<file path="config.mk">
export PLATFORM = sky130hd
export DESIGN_NAME = pkt_buf_mem_arb_flat
export DESIGN_NICKNAME = d
export VERILOG_FILES = /design/src/rtl/pkt_buf_mem_arb_if.sv /design/src/rtl/pkt_buf_mem_arb.sv /design/src/flat_wrapper.sv
export SDC_FILE = /design/constraint.sdc
export NUM_CORES = 1
export LEC_CHECK = 0
export CORE_AREA = 2 2 173 175
export CTS_BUF_LIST = sky130_fd_sc_hd__clkbuf_8
export CTS_CLUSTER_DIAMETER = 200
export DETAILED_ROUTE_END_ITERATION = 6
export DIE_AREA = 0 0 175 177
export PLACE_DENSITY_LB_ADDON = 0.1
export SYNTH_ARGS = -nofsm -noshare
export SYNTH_HDL_FRONTEND = slang
export SYNTH_SLANG_ARGS = --single-unit
</file>
<file path="constraint.sdc">
create_clock -name clk -period 3.7 [get_ports clk]
set_clock_uncertainty 0.1 [all_clocks]
set_input_delay 0.555 -clock clk [delete_from_list [all_inputs] [get_ports clk]]
set_output_delay 0.555 -clock clk [all_outputs]
set_load 0.05 [all_outputs]
</file>
<file path="src/rtl/pkt_buf_mem_arb_if.sv">
// Bundle of the two DMA client ports and the packet-buffer memory port.
// The slave side is the arbiter; the master side is the clients plus the memory model.
interface pkt_buf_mem_arb_if #(
    parameter int unsigned DWIDTH = 64,
    parameter int unsigned AWIDTH = 8
);
    logic              c0_wreq;
    logic [AWIDTH-1:0] c0_waddr;
    logic [DWIDTH-1:0] c0_wdata;
    logic              c0_wgnt;
    logic              c0_rreq;
    logic [AWIDTH-1:0] c0_raddr;
    logic              c0_rgnt;
    logic [DWIDTH-1:0] c0_rdata;
    logic              c0_rvalid;

    logic              c1_wreq;
    logic [AWIDTH-1:0] c1_waddr;
    logic [DWIDTH-1:0] c1_wdata;
    logic              c1_wgnt;
    logic              c1_rreq;
    logic [AWIDTH-1:0] c1_raddr;
    logic              c1_rgnt;
    logic [DWIDTH-1:0] c1_rdata;
    logic              c1_rvalid;

    logic              mem_busy;
    logic              mem_en;
    logic              mem_we;
    logic [AWIDTH:0]   mem_addr;
    logic [DWIDTH-1:0] mem_wdata;
    logic [DWIDTH-1:0] mem_rdata;

    logic [3:0]        starve_err;

    modport slave (
        input  c0_wreq, c0_waddr, c0_wdata, c0_rreq, c0_raddr,
        input  c1_wreq, c1_waddr, c1_wdata, c1_rreq, c1_raddr,
        input  mem_busy, mem_rdata,
        output c0_wgnt, c0_rgnt, c0_rdata, c0_rvalid,
        output c1_wgnt, c1_rgnt, c1_rdata, c1_rvalid,
        output mem_en, mem_we, mem_addr, mem_wdata,
        output starve_err
    );

    modport master (
        output c0_wreq, c0_waddr, c0_wdata, c0_rreq, c0_raddr,
        output c1_wreq, c1_waddr, c1_wdata, c1_rreq, c1_raddr,
        output mem_busy, mem_rdata,
        input  c0_wgnt, c0_rgnt, c0_rdata, c0_rvalid,
        input  c1_wgnt, c1_rgnt, c1_rdata, c1_rvalid,
        input  mem_en, mem_we, mem_addr, mem_wdata,
        input  starve_err
    );
endinterface

</file>
<file path="src/rtl/pkt_buf_mem_arb.sv">
// Round-robin arbiter sharing one single-port packet buffer between two DMA clients
// (write + read source each), with read-data return routing and per-source starvation watchdog.
module pkt_buf_mem_arb #(
    parameter int unsigned DWIDTH   = 64,
    parameter int unsigned AWIDTH   = 8,
    parameter int unsigned MAX_WAIT = 16
) (
    input  logic              clk,
    input  logic              rst,
    pkt_buf_mem_arb_if.slave  bus
);
    localparam int unsigned NSRC = 4;
    localparam int unsigned CW   = $clog2(MAX_WAIT) + 1;
    localparam logic [DWIDTH-1:0] ZERO_D = '0;
    localparam logic [CW-1:0]     WAIT_MAX = CW'(MAX_WAIT);

    logic [NSRC-1:0]   w_req;
    logic [NSRC-1:0]   w_arb;
    logic [NSRC-1:0]   w_gnt;
    logic [1:0]        w_src;
    logic [1:0]        w_idx;
    logic [1:0]        w_ptr_nxt;
    logic [AWIDTH-1:0] w_addr [NSRC];
    logic [CW-1:0]     w_wait_nxt [NSRC];

    logic [1:0]        r_ptr;
    logic              r_tag_vld;
    logic              r_tag_cli;
    logic [CW-1:0]     r_wait [NSRC];
    logic [NSRC-1:0]   r_starve;

    // Source order: 0 c0 write, 1 c0 read, 2 c1 write, 3 c1 read
    assign w_req     = {bus.c1_rreq, bus.c1_wreq, bus.c0_rreq, bus.c0_wreq};
    assign w_addr[0] = bus.c0_waddr;
    assign w_addr[1] = bus.c0_raddr;
    assign w_addr[2] = bus.c1_waddr;
    assign w_addr[3] = bus.c1_raddr;

    // Cyclic first-asserted search starting at r_ptr
    always_comb begin
        w_arb     = '0;
        w_src     = '0;
        w_idx     = '0;
        w_ptr_nxt = r_ptr;
        if (!bus.mem_busy) begin
            for (int i = 0; i < NSRC; i++) begin
                w_idx = 2'(r_ptr + 2'(i));
                if (w_req[w_idx] && (w_arb == '0)) begin
                    w_arb[w_idx] = 1'b1;
                    w_src        = w_idx;
                    w_ptr_nxt    = 2'(w_idx + 2'd1);
                end
            end
        end
    end

    // Outputs are forced low while reset is held; the flops are held in reset anyway
    assign w_gnt = rst ? w_arb : '0;

    assign bus.c0_wgnt = w_gnt[0];
    assign bus.c0_rgnt = w_gnt[1];
    assign bus.c1_wgnt = w_gnt[2];
    assign bus.c1_rgnt = w_gnt[3];

    always_comb begin
        bus.mem_en    = |w_gnt;
        bus.mem_we    = w_gnt[0] | w_gnt[2];
        bus.mem_addr  = '0;
        bus.mem_wdata = ZERO_D;
        if (w_gnt != '0) begin
            bus.mem_addr = {w_src[1], w_addr[w_src]};
        end
        if (w_gnt[0]) begin
            bus.mem_wdata = bus.c0_wdata;
        end else if (w_gnt[2]) begin
            bus.mem_wdata = bus.c1_wdata;
        end
    end

    // Read return: the tag from last cycle's read grant steers mem_rdata
    assign bus.c0_rvalid = r_tag_vld & ~r_tag_cli;
    assign bus.c1_rvalid = r_tag_vld &  r_tag_cli;
    assign bus.c0_rdata  = bus.c0_rvalid ? bus.mem_rdata : ZERO_D;
    assign bus.c1_rdata  = bus.c1_rvalid ? bus.mem_rdata : ZERO_D;
    assign bus.starve_err = r_starve;

    always_comb begin
        for (int i = 0; i < NSRC; i++) begin
            w_wait_nxt[i] = '0;
            if (w_req[i] && !w_arb[i]) begin
                w_wait_nxt[i] = (r_wait[i] == WAIT_MAX) ? WAIT_MAX : CW'(r_wait[i] + CW'(1));
            end
        end
    end

    always_ff @(posedge clk or negedge rst) begin
        if (!rst) begin
            r_ptr     <= '0;
            r_tag_vld <= 1'b0;
            r_tag_cli <= 1'b0;
            r_starve  <= '0;
            for (int i = 0; i < NSRC; i++) begin
                r_wait[i] <= '0;
            end
        end else begin
            r_ptr     <= w_ptr_nxt;
            r_tag_vld <= w_arb[1] | w_arb[3];
            r_tag_cli <= w_arb[3];
            for (int i = 0; i < NSRC; i++) begin
                r_wait[i] <= w_wait_nxt[i];
                if (w_wait_nxt[i] == WAIT_MAX) begin
                    r_starve[i] <= 1'b1;
                end
            end
        end
    end
endmodule
</file>
<file path="src/flat_wrapper.sv">
// flat-port wrapper written by rule: the top's interface ports become plain ports
module pkt_buf_mem_arb_flat 
#(
    parameter int unsigned DWIDTH   = 64,
    parameter int unsigned AWIDTH   = 8,
    parameter int unsigned MAX_WAIT = 16
)
  (clk, rst, bus_c0_wreq, bus_c0_waddr, bus_c0_wdata, bus_c0_rreq, bus_c0_raddr, bus_c1_wreq, bus_c1_waddr, bus_c1_wdata, bus_c1_rreq, bus_c1_raddr, bus_mem_busy, bus_mem_rdata, bus_c0_wgnt, bus_c0_rgnt, bus_c0_rdata, bus_c0_rvalid, bus_c1_wgnt, bus_c1_rgnt, bus_c1_rdata, bus_c1_rvalid, bus_mem_en, bus_mem_we, bus_mem_addr, bus_mem_wdata, bus_starve_err);
  pkt_buf_mem_arb_if #(.DWIDTH(DWIDTH), .AWIDTH(AWIDTH)) bus_i ();
  input  logic clk;
  input  logic rst;
  input wire logic [$bits(bus_i.c0_wreq)-1:0] bus_c0_wreq;
  input wire logic [$bits(bus_i.c0_waddr)-1:0] bus_c0_waddr;
  input wire logic [$bits(bus_i.c0_wdata)-1:0] bus_c0_wdata;
  input wire logic [$bits(bus_i.c0_rreq)-1:0] bus_c0_rreq;
  input wire logic [$bits(bus_i.c0_raddr)-1:0] bus_c0_raddr;
  input wire logic [$bits(bus_i.c1_wreq)-1:0] bus_c1_wreq;
  input wire logic [$bits(bus_i.c1_waddr)-1:0] bus_c1_waddr;
  input wire logic [$bits(bus_i.c1_wdata)-1:0] bus_c1_wdata;
  input wire logic [$bits(bus_i.c1_rreq)-1:0] bus_c1_rreq;
  input wire logic [$bits(bus_i.c1_raddr)-1:0] bus_c1_raddr;
  input wire logic [$bits(bus_i.mem_busy)-1:0] bus_mem_busy;
  input wire logic [$bits(bus_i.mem_rdata)-1:0] bus_mem_rdata;
  output wire logic [$bits(bus_i.c0_wgnt)-1:0] bus_c0_wgnt;
  output wire logic [$bits(bus_i.c0_rgnt)-1:0] bus_c0_rgnt;
  output wire logic [$bits(bus_i.c0_rdata)-1:0] bus_c0_rdata;
  output wire logic [$bits(bus_i.c0_rvalid)-1:0] bus_c0_rvalid;
  output wire logic [$bits(bus_i.c1_wgnt)-1:0] bus_c1_wgnt;
  output wire logic [$bits(bus_i.c1_rgnt)-1:0] bus_c1_rgnt;
  output wire logic [$bits(bus_i.c1_rdata)-1:0] bus_c1_rdata;
  output wire logic [$bits(bus_i.c1_rvalid)-1:0] bus_c1_rvalid;
  output wire logic [$bits(bus_i.mem_en)-1:0] bus_mem_en;
  output wire logic [$bits(bus_i.mem_we)-1:0] bus_mem_we;
  output wire logic [$bits(bus_i.mem_addr)-1:0] bus_mem_addr;
  output wire logic [$bits(bus_i.mem_wdata)-1:0] bus_mem_wdata;
  output wire logic [$bits(bus_i.starve_err)-1:0] bus_starve_err;
  assign bus_i.c0_wreq = bus_c0_wreq;
  assign bus_i.c0_waddr = bus_c0_waddr;
  assign bus_i.c0_wdata = bus_c0_wdata;
  assign bus_i.c0_rreq = bus_c0_rreq;
  assign bus_i.c0_raddr = bus_c0_raddr;
  assign bus_i.c1_wreq = bus_c1_wreq;
  assign bus_i.c1_waddr = bus_c1_waddr;
  assign bus_i.c1_wdata = bus_c1_wdata;
  assign bus_i.c1_rreq = bus_c1_rreq;
  assign bus_i.c1_raddr = bus_c1_raddr;
  assign bus_i.mem_busy = bus_mem_busy;
  assign bus_i.mem_rdata = bus_mem_rdata;
  assign bus_c0_wgnt = bus_i.c0_wgnt;
  assign bus_c0_rgnt = bus_i.c0_rgnt;
  assign bus_c0_rdata = bus_i.c0_rdata;
  assign bus_c0_rvalid = bus_i.c0_rvalid;
  assign bus_c1_wgnt = bus_i.c1_wgnt;
  assign bus_c1_rgnt = bus_i.c1_rgnt;
  assign bus_c1_rdata = bus_i.c1_rdata;
  assign bus_c1_rvalid = bus_i.c1_rvalid;
  assign bus_mem_en = bus_i.mem_en;
  assign bus_mem_we = bus_i.mem_we;
  assign bus_mem_addr = bus_i.mem_addr;
  assign bus_mem_wdata = bus_i.mem_wdata;
  assign bus_starve_err = bus_i.starve_err;
  pkt_buf_mem_arb #(.DWIDTH(DWIDTH), .AWIDTH(AWIDTH), .MAX_WAIT(MAX_WAIT)) u_core (.clk(clk), .rst(rst), .bus(bus_i));
endmodule
</file>
==> results.sh, run 1 <==
export IMPL_syn_inst=498
export IMPL_syn_area_per_cell_um2=7.78
export IMPL_required_ns=3.04
export IMPL_design_die_area_um2=31000
export IMPL_grt_pass1_wl_mm=38.0
export IMPL_io_pins=444
export IMPL_crit_start="bus_c0_wreq"
export IMPL_routedWlPerCell_um=18.9
export IMPL_slew_viol_final=0
export IMPL_cp_num_buf_inv=3
export IMPL_cap_viol_max_count=0
export IMPL_drcViolationCount=0
export IMPL_synth_seq_cells=28
export IMPL_port_buffer_count=443
export IMPL_min_delay_start="u_core.bus.starve_err[1]"
export IMPL_tritoncts="done"
export IMPL_fin_nets=1247
export IMPL_cp_max_fo=15
export IMPL_area_delta_synth_final_pct=208
export IMPL_ant_nets=0
export IMPL_whs_ns=0.370
export IMPL_end_kind="output pin"
export IMPL_utilization_pct=40.8
export IMPL_powerDensity_nw_per_um2=786
export IMPL_initial_core_util_pct=13.3
export IMPL_fin_crit_sh_pct=119
export IMPL_clock_latency_ns=0.28
export IMPL_dpl_cell_area_um2=11300
export IMPL_leakage_uw=0.00521
export IMPL_path_delay_family="simple AND/OR/NAND/NOR gates"
export IMPL_violations="setup timing"
export IMPL_reg2reg_from="u_core.r_ptr[0]"
export IMPL_status="finished with violations"
export IMPL_core_um2=29200
export IMPL_track_usage_pct=15.9
export IMPL_firstDrtPassIters=4
export IMPL_finalHoldViolCount=0
export IMPL_dr_total_vias=5828
export IMPL_h_tree_depth=1
export IMPL_netlist_area_um2=3880
export IMPL_fmax_mhz=228
export IMPL_relSlewSlack_pct=57.0
export IMPL_ir_worst_vdd_v=0.000340
export IMPL_path_class="in2out"
export IMPL_cts_hold_repair_buffers=0
export IMPL_fin_crit_ns=4.39
export IMPL_clockBufferDepth=2
export IMPL_cp_start_kind="primary input"
export IMPL_cts_buffers=3
export IMPL_cpPeakStageDelay_ns=0.61
export IMPL_cpMaxStageDelayCell="or4b_4"
export IMPL_grt_max_degree=67
export IMPL_drt_total_wl_mm=26.3
export IMPL_dp_cells=1365
export IMPL_die_height_um=177
export IMPL_finalSetupViolations=78
export IMPL_seq_area_frac_synth_pct=18.1
export IMPL_crit_chain="clkdlybuf4s50_1 > mux4_2 > buf_4 > nand4b_1 > a2bb2oi_2 > nand3b_1 > nand2_4 > mux2i_4 > or4b_4 > o22ai_4 > buf_6"
export IMPL_clk_pin_slew_ns=0.10
export IMPL_fp_row_count=63
export IMPL_final_fill_count=2836
export IMPL_grt_setup_unrepaired="yes"
export IMPL_drt_iter0_markers=141
export IMPL_crit_arrival_ns=3.73
export IMPL_tightestPinTransition_ns=0.646
export IMPL_fin_area_um2=11900
export IMPL_root_buffer="clkbuf_8"
export IMPL_antenna_found_initial=1
export IMPL_final_setup_worst_slack_ns=-0.687
export IMPL_post_route_cells_drive_above_1_share_pct=36.2
export IMPL_overflow=0
export IMPL_final_common_cell="clkdlybuf4s50_1"
export IMPL_layout_common_cells="clkdlybuf4s50_1, buf_12, buf_4, and2_1"
export IMPL_viasPerCell=4.19
export IMPL_place_congestion=0.859
export IMPL_dp_hpwl_mm=22.3
export IMPL_finalSetupTns_ns=-43.80
export IMPL_fp_dieW_um=175
export IMPL_hold_class="reg2reg"
export IMPL_yosysUniqueCellTypes=51
export IMPL_synthesis_nets=745
export IMPL_cts_sinks=28
export IMPL_final_cells=1391
export IMPL_grt_pass1_vias=5978
export IMPL_yosysWarnings=0
report_power, final:
group	switching, µW	internal [µW]
registers	106	374
clock network	102	145
logic	4400	4260
sequential cells by signal, summed over array words and instances, names as in the netlist:
| register | flops |
|---|---|
| u_core.r_tag_cli | 1 |
| u_core.r_ptr | 2 |
| u_core.bus.starve_err | 4 |
| u_core.r_wait | 20 |
| u_core.r_tag_vld | 1 |
synth_stat cells (all sizes together):
library cell / number / area (µm²)
o21a: 1 / 7.51
o22ai: 9 / 56.3
a2bb2oi: 1 / 8.76
mux4: 4 / 90.1
nand3: 14 / 70.1
a21bo: 1 / 10.0
a22oi: 2 / 15.0
nand2b: 1 / 6.26
o21ai: 13 / 65.1
nand4: 1 / 6.26
a21boi: 3 / 22.5
ha: 16 / 200
clkbuf: 28 / 105
nor2: 35 / 131
a221o: 1 / 10.0
or3: 2 / 17.5
o31ai: 4 / 30.0
o2111ai: 1 / 8.76
buf: 18 / 123
or2: 3 / 18.8
dfrtp: 28 / 701
and2: 68 / 428
nor3: 9 / 45.0
xnor2: 5 / 43.8
a41o: 1 / 10.0
nor4bb: 1 / 10.0
a22o: 65 / 569
inv: 22 / 82.6
nand2: 14 / 60.1
a2111oi: 1 / 10.0
o211ai: 2 / 15.0
nor2b: 1 / 6.26
or4: 1 / 7.51
o41ai: 4 / 35.0
mux2i: 25 / 250
xor2: 8 / 70.1
a211oi: 1 / 7.51
and3: 64 / 400
a21oi: 13 / 65.1
nand4b: 1 / 8.76
nand3b: 1 / 7.51
or4b: 2 / 20.0
o311ai: 1 / 8.76
a31oi: 2 / 12.5
area by class of cell:
cell class | count | area, µm² | share of cell area [%]
Antenna cell | 2 | 5.00 | 0.0419
Clock buffer | 3 | 41.3 | 0.346
Clock inverter | 1 | 30.0 | 0.252
Inverter | 22 | 86.3 | 0.723
Multi-Input combinational cell | 403 | 3760 | 31.5
Sequential cell | 28 | 702 | 5.88
Tap cell | 390 | 488 | 4.09
Timing Repair Buffer | 542 | 6830 | 57.2
per-layer routing:
layer  share of wire, %  vias to the layer above  global-route usage [%]  routed length [µm]
met1                 34                     2727                    16.6                9020
met4                1.3                        0                    1.63                 340
met2                 57                      259                    32.7               15100
li1                   -                     2830                       -                   -
met5                  0                        -                       0                   0
met3                7.3                       12                    3.95                1920
cells by family (layout without fill, tap and decap cells):
family	Yosys count	count (layout)	share of synthesized area [%]
buffers and inverters	68	568	8.01
xor gates and xnor gates	13	13	2.94
DFF	28	28	18.1
muxes	29	29	8.78
adders and majority gates	16	16	5.16
other	0	2	0
and+or+nand+nor	218	219	32.1
AOI/OAI and AO/OA	126	126	25.0
worst paths after layout:
| check | slack [ns] | endpoint | cells past startpoint |
|---|---|---|---|
| worst min register to register | 0.37 | u_core.bus.starve_err[1] | 2 |
| min in group asynchronous | 0.73 | u_core.r_ptr[0] | 2 |
| worst min-delay path | 0.37 | u_core.bus.starve_err[1] | 2 |
| max in group asynchronous | 2.47 | u_core.r_tag_cli | 2 |
| worst max register to register | 0.24 | u_core.bus.starve_err[1] | 16 |
| worst max-delay path | -0.69 | bus_mem_addr[1] | 11 |
per-stage QoR:
stage | setup slack (ns) | power, µW
after floorplan | -0.485 | 4740
after global placement | -0.730 | 8430
after detailed placement | -0.759 | 8380
after CTS | -0.694 | 9370
after global routing | -0.806 | 9860
final | -0.687 | 9390
tightest hold or removal path: cells and delay by family, from the launching register on:
| kind | cells | cell delay, ns |
|---|---|---|
| AOI/OAI and AO/OA | 1 | 0.04 |
| buffers and inverters | 1 | 0.05 |
| DFF | 1 | 0.36 |
timing repair:
| action | CTS | global route |
|---|---|---|
| gates cloned | 6 | 1 |
| pin swaps | 18 | 20 |
| setup endpoints to repair | 78 | 85 |
| setup buffers | 17 | 7 |
| hold endpoints to repair | 0 | 0 |
| resized for setup | 58 | 21 |
Power figures use the tool's default switching activity.
==> run 2, diff against run 1 <==
--- a/config.mk
+++ b/config.mk
@@ -10,6 +10,7 @@
 export CTS_CLUSTER_DIAMETER = 200
 export DETAILED_ROUTE_END_ITERATION = 6
 export DIE_AREA = 0 0 175 177
+export GPL_TIMING_DRIVEN = 0
 export PLACE_DENSITY_LB_ADDON = 0.1
 export SYNTH_ARGS = -nofsm -noshare
 export SYNTH_HDL_FRONTEND = slang
==> run 2 against run 1 <==
Compared with the run above:
- the flow still finishes with violations (setup timing)
- register-to-register slack better by 0.03 ns
- non-clock buffer count fell by 38
- utilization shrank 6.6 points
==> results.sh, run 2 (synthesis gave the netlist of run 1 again) <==
export IMPL_cts_buffers=3
export IMPL_fin_nets=1208
export IMPL_status="finished with violations"
export IMPL_fp_dieW_um=175
export IMPL_h_tree_depth=1
export IMPL_fin_crit_sh_pct=121
export IMPL_track_usage_pct=14.7
export IMPL_final_setup_worst_slack_ns=-0.770
export IMPL_ir_worst_vdd_v=0.000306
export IMPL_design_die_area_um2=31000
export IMPL_largest_register_ff_count=20
export IMPL_required_ns=3.04
export IMPL_final_cells=1351
export IMPL_dp_hpwl_mm=21.4
export IMPL_overflow=0
export IMPL_io_pins=444
export IMPL_hold_class="in2async"
export IMPL_core_um2=29200
export IMPL_routedWlPerCell_um=18.2
export IMPL_crit_arrival_ns=3.81
export IMPL_port_buffer_count=443
export IMPL_die_height_um=177
export IMPL_drt_iter0_markers=234
export IMPL_leakage_uw=0.00436
export IMPL_largest_register="u_core.r_wait"
export IMPL_fin_crit_ns=4.47
export IMPL_powerDensity_nw_per_um2=735
export IMPL_drcViolationCount=0
export IMPL_finalHoldViolCount=0
export IMPL_clock_latency_ns=0.28
export IMPL_place_congestion=0.801
export IMPL_drt_total_wl_mm=24.6
export IMPL_root_buffer="clkbuf_8"
export IMPL_cp_start_kind="flip-flop"
export IMPL_initial_core_util_pct=13.3
export IMPL_grt_pass1_wl_mm=35.4
export IMPL_finalSetupViolations=78
export IMPL_tritoncts="done"
export IMPL_clk_pin_slew_ns=0.11
export IMPL_ant_nets=0
export IMPL_post_route_cells_drive_above_1_share_pct=24.0
export IMPL_cts_sinks=28
export IMPL_grt_max_degree=32
export IMPL_fmax_mhz=224
export IMPL_end_kind="output pin"
export IMPL_grt_pass1_vias=5696
export IMPL_clockBufferDepth=2
export IMPL_dr_total_vias=5614
export IMPL_post_place_ws_ns=-1.79
export IMPL_grt_setup_unrepaired="yes"
export IMPL_final_common_cell="clkdlybuf4s50_1"
export IMPL_fp_row_count=63
export IMPL_slew_viol_final=0
export IMPL_area_delta_synth_final_pct=158
export IMPL_firstDrtPassIters=4
export IMPL_viasPerCell=4.16
export IMPL_tightestPinTransition_ns=0.735
export IMPL_relSlewSlack_pct=51.0
export IMPL_cp_max_fo=9
export IMPL_dp_cells=1331
export IMPL_cap_viol_max_count=0
export IMPL_layout_common_cells="clkdlybuf4s50_1, buf_6, and2_1, and3_1, a22o_4"
export IMPL_antenna_found_initial=1
export IMPL_violations="setup timing"
export IMPL_path_class="reg2out"
## run 2: cell count changes in the layout (fill, tap and decap cells not counted), sizes merged
cell / before / now
or4b: 3 / 2
diode: 2 / 1
clkbuf: 4 / 31
clkdlybuf4s15: 0 / 1
buf: 242 / 111
inv: 21 / 20
clkdlybuf4s50: 296 / 359
clkinvlp: 1 / 2
clkdlybuf4s18: 0 / 1
dlygate4sd2: 3 / 4
## run 2: cell type report
class	count	area, µm²
antenna	1	2.50
buffer	46	372
clock buffer	3	41.3
clock inverter	1	30.0
fill	3071	19200
inverter	22	90.1
multi-input combinational	402	3630
sequential	28	703
tap	390	488
timing repair buffer	458	4640
## run 2: worst max-delay path, cell delays in order, from the launching register on
cell        delay (ns)
dfrtp_2           0.40
buf_12            0.11
clkinvlp_4        0.11
ha_4              0.31
mux4_2            0.58
a21bo_4           0.23
o21ai_2           0.05
or3_4             0.38
nand2_8           0.13
mux2i_2           0.22
or4b_4            0.50
buf_12            0.17
o22ai_4           0.16
buf_8             0.17
## run 2: path summary, 6_finish.rpt
check                                              start                       end  slack (ns)  cells after the start
worst min-delay path                                 rst          u_core.r_wait[9]        0.22                      1
max in group asynchronous                            rst           u_core.r_ptr[0]        2.76                      1
min in group clk                u_core.bus.starve_err[1]  u_core.bus.starve_err[1]        0.38                      2
worst max-delay path                     u_core.r_ptr[0]           bus_mem_addr[2]       -0.77                     13
worst min register to register  u_core.bus.starve_err[1]  u_core.bus.starve_err[1]        0.38                      2
worst max register to register           u_core.r_ptr[0]  u_core.bus.starve_err[3]        0.27                     11
## run 2: layer usage
layer / track usage [%] / share of wire, % / wire length [µm] / vias up
met2: 31.1 / 58 / 14200 / 257
met4: 1.39 / 0.87 / 213 / 0
met1: 14.9 / 35 / 8520 / 2602
met3: 2.94 / 6.4 / 1580 / 12
li1: - / - / - / 2743
met5: 0 / 0 / 0 / -
## run 2: report_power, final
| part | leakage [µW] | internal, µW | switching [µW] |
|---|---|---|---|
| Combinational | 0.00397 | 2730 | 3900 |
| Sequential | 0.000354 | 376 | 83.8 |
| Clock | 0.0000357 | 145 | 103 |
| Total | 0.00436 | 3250 | 4090 |
## run 2: what timing repair did
item | in CTS | in global routing
buffers inserted | 12 | 2
resized for setup | 577 | 19
hold buffers | 0 | 0
gates cloned | 1 | 0
pin swaps | 7 | 2
setup endpoints to repair | 82 | 79
## run 2: metrics by stage
stage / hold slack (ns) / total power [µW] / area [µm²] / util (%) / setup TNS (ns)
after detailed placement: 0.352 / 6570 / 9550 / 32.7 / -133.15
after global routing: 0.276 / 7770 / 10000 / 34.2 / -58.86
after CTS: 0.250 / 7340 / 9940 / 34.0 / -53.02
after global placement: 0.353 / 6630 / 9560 / 32.7 / -135.50
after floorplan: 0.159 / 4740 / 4630 / - / -22.77
final: 0.223 / 7340 / 10000 / 34.2 / -47.31
